[src/rtl/pc_fetch_unit.sv]
// pc_fetch_unit: owns the PC, issues credit-limited imem fetches and buffers in-order responses for decode.
// Optional misaligned-redirect trap (HALT state, sticky misalign) enabled by defining PC_MISALIGN_TRAP_EN.
module pc_fetch_unit #(
  parameter logic [31:0] RESET_PC  = 32'h0000_0000,
  parameter int          BUF_DEPTH = 2
) (
  input  logic        clk,
  input  logic        rst_n,
  input  logic        redirect_valid,
  input  logic [1:0]  pc_source,
  input  logic [31:0] jalr_tgt,
  input  logic [31:0] branch_tgt,
  input  logic [31:0] jal_tgt,
  output logic        imem_req,
  output logic [31:0] imem_addr,
  input  logic        imem_gnt,
  input  logic        imem_rvalid,
  input  logic [31:0] imem_rdata,
  output logic        if_valid,
  input  logic        if_ready,
  output logic [31:0] if_instr,
  output logic [31:0] if_pc,
  output logic        misalign
);
  localparam int AW = $clog2(BUF_DEPTH);
  localparam int CW = AW + 1;
  localparam logic [1:0] HOLD = 2'd0, FETCH = 2'd1;
`ifdef PC_MISALIGN_TRAP_EN
  localparam logic [1:0] HALT = 2'd2;
`endif
  logic [1:0]    state;
  logic [31:0]   fetch_pc, raw_tgt, tgt, last_instr, last_pc;
  logic [CW-1:0] outstanding, buf_count, drop_cnt;
  logic [AW-1:0] tag_wr, tag_rd, buf_wr, buf_rd;
  logic [31:0]   tag_mem   [BUF_DEPTH];
  logic [31:0]   instr_mem [BUF_DEPTH];
  logic [31:0]   pc_mem    [BUF_DEPTH];
  logic          redirect_now, grant, resp, drop, wr, pop;
  assign redirect_now = redirect_valid && pc_source != 2'b00;
  assign raw_tgt = pc_source == 2'b01 ? jalr_tgt : pc_source == 2'b10 ? branch_tgt : jal_tgt;
  assign imem_req = state == FETCH && !redirect_now && (outstanding + buf_count) < CW'(BUF_DEPTH);
  assign imem_addr = fetch_pc;
  assign grant = imem_req && imem_gnt;
  // responses with nothing outstanding are strays (e.g. issued before a reset)
  assign resp = imem_rvalid && outstanding != '0;
  assign drop = resp && drop_cnt != '0;
  assign wr = resp && !drop && !redirect_now && state == FETCH;
  assign pop = if_valid && if_ready && !redirect_now;
  assign if_valid = buf_count != '0;
  assign if_instr = if_valid ? instr_mem[buf_rd] : last_instr;
  assign if_pc = if_valid ? pc_mem[buf_rd] : last_pc;
`ifdef PC_MISALIGN_TRAP_EN
  logic trap;
  assign tgt = raw_tgt;
  assign trap = redirect_now && raw_tgt[1:0] != 2'b00;
  always_ff @(posedge clk or negedge rst_n)
    if (!rst_n) misalign <= 1'b0;
    else if (trap) misalign <= 1'b1;
  always_ff @(posedge clk or negedge rst_n)
    if (!rst_n) state <= HOLD;
    else if (trap) state <= HALT;
    else if (state == HOLD) state <= FETCH;
`else
  assign tgt = raw_tgt & ~32'h3;
  assign misalign = 1'b0;
  always_ff @(posedge clk or negedge rst_n)
    if (!rst_n) state <= HOLD;
    else if (state == HOLD) state <= FETCH;
`endif
  always_ff @(posedge clk or negedge rst_n)
    if (!rst_n) begin
      fetch_pc    <= RESET_PC;
      outstanding <= '0;
      drop_cnt    <= '0;
      buf_count   <= '0;
      tag_wr      <= '0;
      tag_rd      <= '0;
      buf_wr      <= '0;
      buf_rd      <= '0;
      last_instr  <= '0;
      last_pc     <= RESET_PC;
    end else begin
      fetch_pc    <= redirect_now ? tgt : grant ? fetch_pc + 32'd4 : fetch_pc;
      tag_wr      <= grant ? tag_wr + AW'(1) : tag_wr;
      tag_rd      <= resp ? tag_rd + AW'(1) : tag_rd;
      outstanding <= outstanding + CW'(grant) - CW'(resp);
      // everything still in flight after a redirect is stale
      drop_cnt    <= redirect_now ? outstanding - CW'(resp) : drop_cnt - CW'(drop);
      buf_count   <= redirect_now ? '0 : buf_count + CW'(wr) - CW'(pop);
      buf_wr      <= redirect_now ? '0 : wr ? buf_wr + AW'(1) : buf_wr;
      buf_rd      <= redirect_now ? '0 : pop ? buf_rd + AW'(1) : buf_rd;
      if (if_valid) begin
        last_instr <= if_instr;
        last_pc    <= if_pc;
      end
    end
  always_ff @(posedge clk) begin
    if (grant) tag_mem[tag_wr] <= fetch_pc;
    if (wr) begin
      instr_mem[buf_wr] <= imem_rdata;
      pc_mem[buf_wr]    <= tag_mem[tag_rd];
    end
  end
endmodule

[config.mk]
export PLATFORM = sky130hd
export DESIGN_NAME = pc_fetch_unit
export DESIGN_NICKNAME = d
export VERILOG_FILES = /design/src/rtl/pc_fetch_unit.sv
export SDC_FILE = /design/constraint.sdc
export NUM_CORES = 1
export LEC_CHECK = 0
export ABC_AREA = 1
export CORE_AREA = 10 10 189 191
export CTS_BUF_LIST = sky130_fd_sc_hd__clkbuf_8
export DETAILED_ROUTE_END_ITERATION = 10
export DIE_AREA = 0 0 199 201
export SLEW_MARGIN = 20
export SYNTH_ARGS = -nofsm -noshare
export SYNTH_HDL_FRONTEND = slang
export SYNTH_SLANG_ARGS = --single-unit
[constraint.sdc]
create_clock -name clk -period 8.1 [get_ports clk]
set_input_delay 2.43 -clock clk [delete_from_list [all_inputs] [get_ports clk]]
set_output_delay 2.43 -clock clk [all_outputs]
set_load 0.005 [all_outputs]
# Yosys cells after proc, flatten, opt, wreduce, memory -nomap -nowiden
# Memories as Yosys holds them, arrays and structs flattened.
# Index checks and enable logic that the tools add are counted.
dict set report op_classes {
  bitwise_logic 0
  muxes 16
  reduce_logical 21
  shift 0
  n_mul 0
  addsub 12
  n_lt_le_gt_ge 1
  eq_ne 2
  div 0
}
# op n
set op_table {}
lappend op_table {{$mux 32} 6}
lappend op_table {{$add 32x3->32 const B} 1}
lappend op_table {{$reduce_bool 2->1} 7}
lappend op_table {{$logic_and 1x1->1} 11}
lappend op_table {{$mux 1} 8}
lappend op_table {{$sub 2x1->2} 4}
lappend op_table {{$add 1x1->1 const B} 4}
lappend op_table {{$add 2x1->2} 2}
lappend op_table {{$mux 2} 2}
lappend op_table {{$add 2x2->2} 1}
lappend op_table {{$eq 2x1->1 const B} 1}
lappend op_table {{$eq 2x2->1 const B} 1}
lappend op_table {{$logic_not 1->1} 2}
lappend op_table {{$logic_not 2->1} 1}
lappend op_table {{$lt 2x2->1 const B} 1}
dict set report word_totals {
  latch_bits 0
  n_memories 3
  input_bits 136
  elab_cells 66
  romBits 0
  register_bits 107
  ram_bits 192
  output_inout_bits 99
}
# memory depth width read_ports rd_clocked_by_memory_dff wr line
set memory_table {}
lappend memory_table {instr_mem 2 32 1 0 1 36} ;# logic [31:0] instr_mem [BUF_DEPTH];
lappend memory_table {pc_mem 2 32 1 0 1 37} ;# logic [31:0] pc_mem [BUF_DEPTH];
lappend memory_table {tag_mem 2 32 1 0 1 35} ;# logic [31:0] tag_mem [BUF_DEPTH];

# Logic depth before layout (Yosys ltp)
# Gate-level depths: netlist (run 1).
dict set report logic_depth {
  word_depth 10
  mapped_depth 11
}

# Worst setup path before layout (run 1)
# OpenSTA, ideal clock, no wires.
dict set report synth_timing {
  kind {input port to flip-flop}
  start {input pc_source[0]}
  end {memory instr_mem[0][0], enable pin}
  cell_stages 5
  required_ns 7.618
  slack_ns 2.144
  arrival_time_ns 5.474
  path_cell_list {nor2_2 -> nor2_4 -> nor2_4 -> nand3_1 -> nor2_1}
}
dict set report synth_via {
  elab_chain_cells 7
}
# item line
set synth_lines {}
lappend synth_lines {{from (decl)} 10} ;# input logic [1:0] pc_source,
lappend synth_lines {{$reduce_bool 2->1} 39} ;# assign redirect_now = redirect_valid && pc_source != 2'b00;
lappend synth_lines {{$logic_and 1x1->1} 39}
lappend synth_lines {{$logic_not 1->1} 47} ;# assign wr = resp && !drop && !redirect_now && state == FETCH;
lappend synth_lines {{$logic_and 1x1->1 (2 in series)} 47}
lappend synth_lines {{$mux 1} 99} ;# if (wr) begin
lappend synth_lines {{$mux 1 (not written as such)} 100} ;# instr_mem[buf_wr] <= imem_rdata;
lappend synth_lines {{to (decl)} 36}
# Every way passes these cells.

# Worst setup path after layout (run 1)
dict set report layout_timing {
  start {input pc_source[0]}
  end {output imem_req}
}
dict set report layout_via {
  elab_chain_cells 5
}
# item line
set layout_lines {}
lappend layout_lines {{$reduce_bool 2->1} 39}
lappend layout_lines {{$logic_and 1x1->1} 39}
lappend layout_lines {{$logic_not 1->1} 41} ;# assign imem_req = state == FETCH && !redirect_now && (outstanding + buf_count) < CW'(BUF_DEPTH);
lappend layout_lines {{$logic_and 1x1->1 (2 in series)} 41}
lappend layout_lines {{to (decl)} 14} ;# output logic imem_req,
# Every way passes these cells.

==> reports/qor.csv, run 1 <==
stage,metric,value,unit
layout,synthesis-to-finish area growth,28.4,%
placement,GPL Wtd Cong,0.830,
logic_synthesis,Post-Syn Area per Cell,9.84,um2
layout,# diodes,0,
placement,pre-CTS WS,1.74,ns
setup_path,Reg2Reg Setup Slack,5.32,ns
sta,Setup WS post-layout,1.75,ns
sta,post-route minimum period,6.35,ns
routing,routed vias/inst,4.86,
floorplan,cell row count,66,
floorplan,Ports,235,
logic_synthesis,"count leader, synth",nand2_1,
sta,final-report hold violation count,0,
layout,Final #Nets,1654,
floorplan,Starting Density,39.4,%
routing,routed len/inst,16.8,um
placement,port bufs,225,
setup_path,Reg-to-Reg End,buf_count[1],
logic_synthesis,top cell type by total area after synthesis,edfxtp_1,
logic_synthesis,"top cells by area, synth","edfxtp_1 44%, dfrtp_1 21%, nand2_1 10%, a21oi_1 8.4%, nor2_1 4.6%",
setup_path,Worst setup EP type,output pin,
logic_synthesis,Syn Inst Count,1282,
placement,detailed placement HPWL,22200,um
layout,multi-input logic area,0.00398,mm2
sta,Max transition margin,34.6,%
setup_path,CP Buf/Inv Count,2,
clock_tree,CTS buffer count,47,
setup_path,crit path from,pc_source[0],
sta,RSZ-0062 raised after global routing,false,
logic_synthesis,Yosys warnings,0,
global_routing,grt ovf,0,
setup_path,slowest CP cell,clkdlybuf4s50_1,
clock_tree,hold buffer count at CTS,0,
floorplan,die height,201,um
global_routing,GRT Total Usage,16.2,%
clock_tree,Clock Tree Buf Depth,3,
setup_path,Worst EP required,5.67,ns
sta,Final setup viols,0,
setup_path,CP Depth,6,
setup_path,Crit Path Class,in2out,
clock_tree,total clock sinks,289,
logic_synthesis,sequential fraction of the synthesis area,64.6,%
layout,layout cells sized above 1,6.46,%
clock_tree,TritonCTS clock tree,built,
power_and_ir_drop,Leak,6.54,nW
clock_tree,worst-skew pair later-pin latency,0.55,ns
clock_tree,Post-CTS Setup Bufs,0,
setup_path,nature of the critical path startpoint,input port,
setup_path,critical path arrival,3.92,ns
logic_synthesis,Synth Register Bits,289,
routing,# DRC,0,
sta,crit share post-route,78.4,%
run_status,run status,completed,
sta,Setup Skew,0.0211,ns
global_routing,largest net degree at the start of global routing,64,
setup_path,CP peak stage delay,0.50,ns
sta,Worst Tran Pin Value,0.979,ns
power_and_ir_drop,PwrDens,359,mW/mm2
clock_tree,Post-CTS Resized,0,
routing,Iteration-0 DRC Markers,535,
setup_path,crit-path leading delay family,buffers and inverters,
logic_synthesis,Post-synth EDFFs,184,
flow_run,Max Cap Violations,0,
setup_path,top fanout value on the critical path,4,
routing,DRT Pass-1 Iters,7,
sta,"Slew Viols, Final",0,
global_routing,vias in the first global route,9639,
sta,Achievable Freq,157,MHz
global_routing,initial antenna violation count,0,
layout,Reg area,0.00815,mm2
global_routing,first-pass GRT wire length,51900,um
logic_synthesis,Synth async-reset ratio,36.3,%
floorplan,Die X,199,um
floorplan,die footprint,0.0400,mm2
min_path,Min-Delay Startpoint,last_pc[1],
logic_synthesis,area share of the largest cell type after synthesis,43.8,%
power_and_ir_drop,worst ir drop on vdd,165,uV
clock_tree,clock-pin slew on the worst setup and hold paths,0.06,ns
clock_tree,clock root cell,clkbuf_8,
logic_synthesis,"top cells by count, synth","349 x nand2_1, 212 x a21oi_1, 184 x edfxtp_1",
logic_synthesis,"Top FF cell, synth",edfxtp_1,
setup_path,R2R cell count,10,
sta,Setup TNS,0,ns
routing,final wirelength,32900,um
min_path,Worst Hold Class,reg2reg,
floorplan,CORE AREA,0.0320,mm2
clock_tree,htree depth,2,
setup_path,FF-to-FF Start,buf_count[1],
routing,overall via count from detail_route,9508,
setup_path,CP Cell Sequence,"clkdlybuf4s50_1, nor2_2, nor2_4, nor2_4, and3_1, clkdlybuf4s50_1",
layout,# fillers,2948,
logic_synthesis,"Distinct cells, synth",37,
logic_synthesis,synthesized cell area,0.0126,mm2
setup_path,CP Capture Point,imem_req,
routing,Antenna Violating Nets Remaining,0,
[layout make-up]
class / count / share of cell area, %
sequential: 289 / 50.4
multi-input combinational: 875 / 24.6
timing repair buffer: 240 / 14.8
clock buffer: 52 / 4.42
tap: 408 / 3.15
inverter: 58 / 1.34
clock inverter: 34 / 1.30
[logic make-up (layout without fill, tap and decap cells)]
kind of cell | Yosys count | after routing | share of synthesized area [%]
AND/OR/NAND/NOR | 580 | 580 | 18.4
flip-flops | 289 | 289 | 64.6
AO/OA/AOI/OAI | 272 | 272 | 11.3
buffers and inverters | 120 | 384 | 4.07
XOR/XNOR | 11 | 11 | 0.764
adder cells (fa/ha/maj) | 7 | 7 | 0.694
other | 2 | 4 | 0.0595
multiplexers | 1 | 1 | 0.0794
[flip-flops by register name (all words and copies together), names as in the netlist]
name	count
tag_wr	1
buf_rd	1
state	1
buf_count	2
outstanding	2
instr_mem	64
last_pc	32
buf_wr	1
tag_mem	60
imem_addr	30
last_instr	32
tag_rd	1
drop_cnt	2
pc_mem	60
[metal layers]
layer | global-route usage, % | vias to the layer above | share of wire, %
met5 | 0 | - | 0
met4 | 4.31 | 0 | 1.8
met3 | 4.96 | 51 | 7.9
met2 | 26.4 | 299 | 46
met1 | 20.5 | 4370 | 44
li1 | - | 4788 | -
[through the flow]
step                utilization, %  hold WS [ns]  std cells  power (mW)  instance area [um2]
global route                  50.5         0.520       1956        6.28                16200
finish                        50.5         0.489       1956        5.82                16200
detailed placement            47.5         0.481       1868        4.65                15200
global placement              47.5         0.474       1868        4.60                15200
CTS                           50.4         0.496       1954        5.91                16100
floorplan                        -         0.460       1284        3.37                12600
[layout by cell type (no fill, tap or decap), types with 14 or more instances in the layout]
cell and count:
nand2_1 349, clkdlybuf4s50_1 224, a21oi_1 212, edfxtp_1 184, nor2_1 149, dfrtp_1 104
inv_1 77, nand3_1 56, clkbuf_8 52, o21ai_0 30, o211ai_1 17, buf_4 14
[worst min-delay path: stages, from the launching register on]
cell     delay [ns]
dfrtp_1        0.32
inv_1          0.05
nor2_1         0.08
[power breakdown]
part,leakage (nW),switching [mW],internal (mW)
sequential,2.87,0.189,1.94
clock,0.555,0.547,0.682
combinational,3.12,1.35,1.11
total,6.54,2.09,3.73
[how the worst min path moves through the flow]
stage / endpoint / depth (start not counted)
2_1_floorplan: last_pc[0] / 2
3_3_place_gp: last_pc[0] / 2
3_5_place_dp: last_pc[1] / 2
4_1_cts: last_pc[1] / 2
5_1_grt: last_pc[0] / 2
6_report: last_pc[1] / 2
Note: power is estimated with default switching activity, not from simulation.
==> run 2: changes to the inputs <==
Clock period 8.1 ns to 5.94 ns, I/O delays scaled along.
==> reports/qor.csv, run 2 (same netlist as run 1, synthesis figures left out) <==
stage,metric,value,unit,change
clock_tree,Post-CTS Setup Bufs,0,,unchanged
layout,layout cells sized above 1,7.15,%,was 6.46%
sta,post-route minimum period,5.04,ns,
placement,GPL Wtd Cong,0.837,,was 0.830
layout,multi-input logic area,0.00398,mm2,unchanged
setup_path,nature of the critical path startpoint,input port,,unchanged
sta,Worst Tran Pin Value,1.00,ns,was 0.979 ns
clock_tree,htree depth,2,,unchanged
flow_run,Max Cap Violations,0,,unchanged
clock_tree,hold buffer count at CTS,0,,unchanged
sta,Setup Skew,0.0274,ns,was 0.0211 ns
setup_path,top fanout value on the critical path,4,,unchanged
routing,# DRC,0,,unchanged
global_routing,met3 Usage GRT,5.33,%,was 4.96%
clock_tree,total clock sinks,289,,unchanged
clock_tree,CTS buffer count,48,,was 47
setup_path,Crit Path Class,in2out,,unchanged
floorplan,Starting Density,39.4,%,unchanged
layout,"commonest non-fill, non-tap cell in the layout",nand2_1,,unchanged
routing,overall via count from detail_route,9527,,was 9508
clock_tree,TritonCTS clock tree,built,,unchanged
power_and_ir_drop,Leak,6.54,nW,about the same
clock_tree,Clock Tree Buf Depth,3,,unchanged
setup_path,CP Cell Sequence,"clkdlybuf4s50_1, nor2_2, nor2_4, nor2_4, and3_1, clkdlybuf4s50_1",,unchanged
global_routing,met2 track demand over resource,25.3,%,was 26.4%
sta,Final setup viols,0,,unchanged
clock_tree,Post-CTS Resized,0,,unchanged
routing,Iteration-0 DRC Markers,524,,was 535
layout,largest registers,"instr_mem x64, pc_mem x60, tag_mem x60",,unchanged
routing,routed len/inst,16.8,um,about the same
routing,final wirelength,33000,um,was 32900 um
placement,pre-CTS WS,0.880,ns,was 1.74 ns
sta,final-report hold violation count,0,,unchanged
layout,# diodes,0,,unchanged
setup_path,Worst setup EP type,output pin,,unchanged
global_routing,largest net degree at the start of global routing,69,,was 64
sta,Setup TNS,0,ns,unchanged
sta,Achievable Freq,198,MHz,
sta,"Slew Viols, Final",0,,unchanged
routing,routed vias/inst,4.86,,about the same
floorplan,die footprint,0.0400,mm2,unchanged
global_routing,first-pass GRT wire length,51800,um,was 51900 um
global_routing,met1 Track Usage GR,21.2,%,was 20.5%
setup_path,critical path arrival,3.26,ns,was 3.92 ns
setup_path,slowest CP cell,clkdlybuf4s50_1,,unchanged
floorplan,die height,201,um,unchanged
floorplan,CORE AREA,0.0320,mm2,unchanged
global_routing,vias in the first global route,9318,,was 9639
layout,Reg area,0.00815,mm2,unchanged
layout,# fillers,2935,,was 2948
routing,DRT Pass-1 Iters,5,,was 7
layout,"commonest cells after routing, fill and taps aside","349 x nand2_1, 224 x clkdlybuf4s50_1, 212 x a21oi_1",,unchanged
sta,Setup WS post-layout,0.900,ns,was 1.75 ns
sta,Max transition margin,33.2,%,was 34.6%
global_routing,grt peak-use layer,met2,,unchanged
layout,Final #Nets,1657,,was 1654
layout,Biggest register,instr_mem,,unchanged
layout,flip-flop count of the largest register after layout,64,,unchanged
global_routing,grt ovf,0,,unchanged
min_path,Worst Hold Class,reg2reg,,unchanged
setup_path,Worst EP required,4.16,ns,was 5.67 ns
power_and_ir_drop,PwrDens,495,mW/mm2,was 359 mW/mm2
placement,detailed placement HPWL,22400,um,was 22200 um
floorplan,cell row count,66,,unchanged
floorplan,Die X,199,um,unchanged
run_status,run status,completed,,unchanged
placement,port bufs,225,,unchanged
clock_tree,clock-pin slew on the worst setup and hold paths,0.05,ns,was 0.06 ns
floorplan,Ports,235,,unchanged
sta,crit share post-route,84.9,%,
sta,RSZ-0062 raised after global routing,false,,unchanged
setup_path,CP peak stage delay,0.49,ns,was 0.50 ns
routing,Antenna Violating Nets Remaining,0,,unchanged
global_routing,GRT Total Usage,16.3,%,was 16.2%
layout,synthesis-to-finish area growth,28.7,%,was 28.4%
global_routing,initial antenna violation count,0,,unchanged
clock_tree,clock root cell,clkbuf_8,,unchanged
power_and_ir_drop,worst ir drop on vdd,249,uV,was 165 uV
clock_tree,worst-skew pair later-pin latency,0.57,ns,was 0.55 ns
## run 2: cell count changes in the layout (fill, tap and decap cells not counted), sizes merged
cell | previous run | this run
clkinv | 9 | 14
clkinvlp | 0 | 1
inv | 80 | 72
clkbuf | 52 | 57
buf | 16 | 18
## run 2: final timing paths
check                                   from            end  slack, ns  cells after the start
worst min register to register    last_pc[0]     last_pc[0]       0.48                      2
worst min-delay path              last_pc[0]     last_pc[0]       0.48                      2
max in group asynchronous              rst_n  imem_addr[24]       3.82                      2
min in group asynchronous              rst_n     last_pc[2]       1.17                      1
worst max register to register  buf_count[1]   buf_count[1]       3.26                     10
worst max-delay path            pc_source[0]       imem_req       0.90                      6
## run 2: layout make-up
| class | count | share of cell area, % |
|---|---|---|
| clock buffer | 57 | 4.83 |
| clock inverter | 32 | 1.32 |
| inverter | 58 | 1.34 |
| multi-input combinational | 875 | 24.5 |
| sequential | 289 | 50.2 |
| tap | 408 | 3.14 |
| timing repair buffer | 242 | 14.6 |
## run 2: worst max-delay path: cells and delay by family
| family | cells | cell delay [ns] |
|---|---|---|
| simple gates | 4 | 0.51 |
| buf+inv | 2 | 0.96 |
## run 2: report_power, final
part	switching, mW	internal (mW)	total [mW]
clock	0.778	1.00	1.78
combinational	1.81	1.51	3.32
sequential	0.291	2.65	2.94
total	2.88	5.16	8.04
## run 2: metrics by stage
stage | util [%] | power [mW] | std cells | hold slack [ns] | instance area, um2
global placement | 47.6 | 6.28 | 1872 | 0.474 | 15200
CTS | 50.7 | 8.17 | 1961 | 0.495 | 16200
detailed placement | 47.6 | 6.35 | 1872 | 0.481 | 15200
finish | 50.7 | 8.04 | 1961 | 0.485 | 16200
floorplan | - | 4.59 | 1284 | 0.460 | 12600
global route | 50.7 | 8.67 | 1961 | 0.515 | 16200
## run 2: metal layers
metal / routed length, um / part of all wire, %
met5: 0 / 0
met2: 14800 / 45
met3: 2790 / 8.4
met4: 677 / 2.1
met1: 14800 / 45
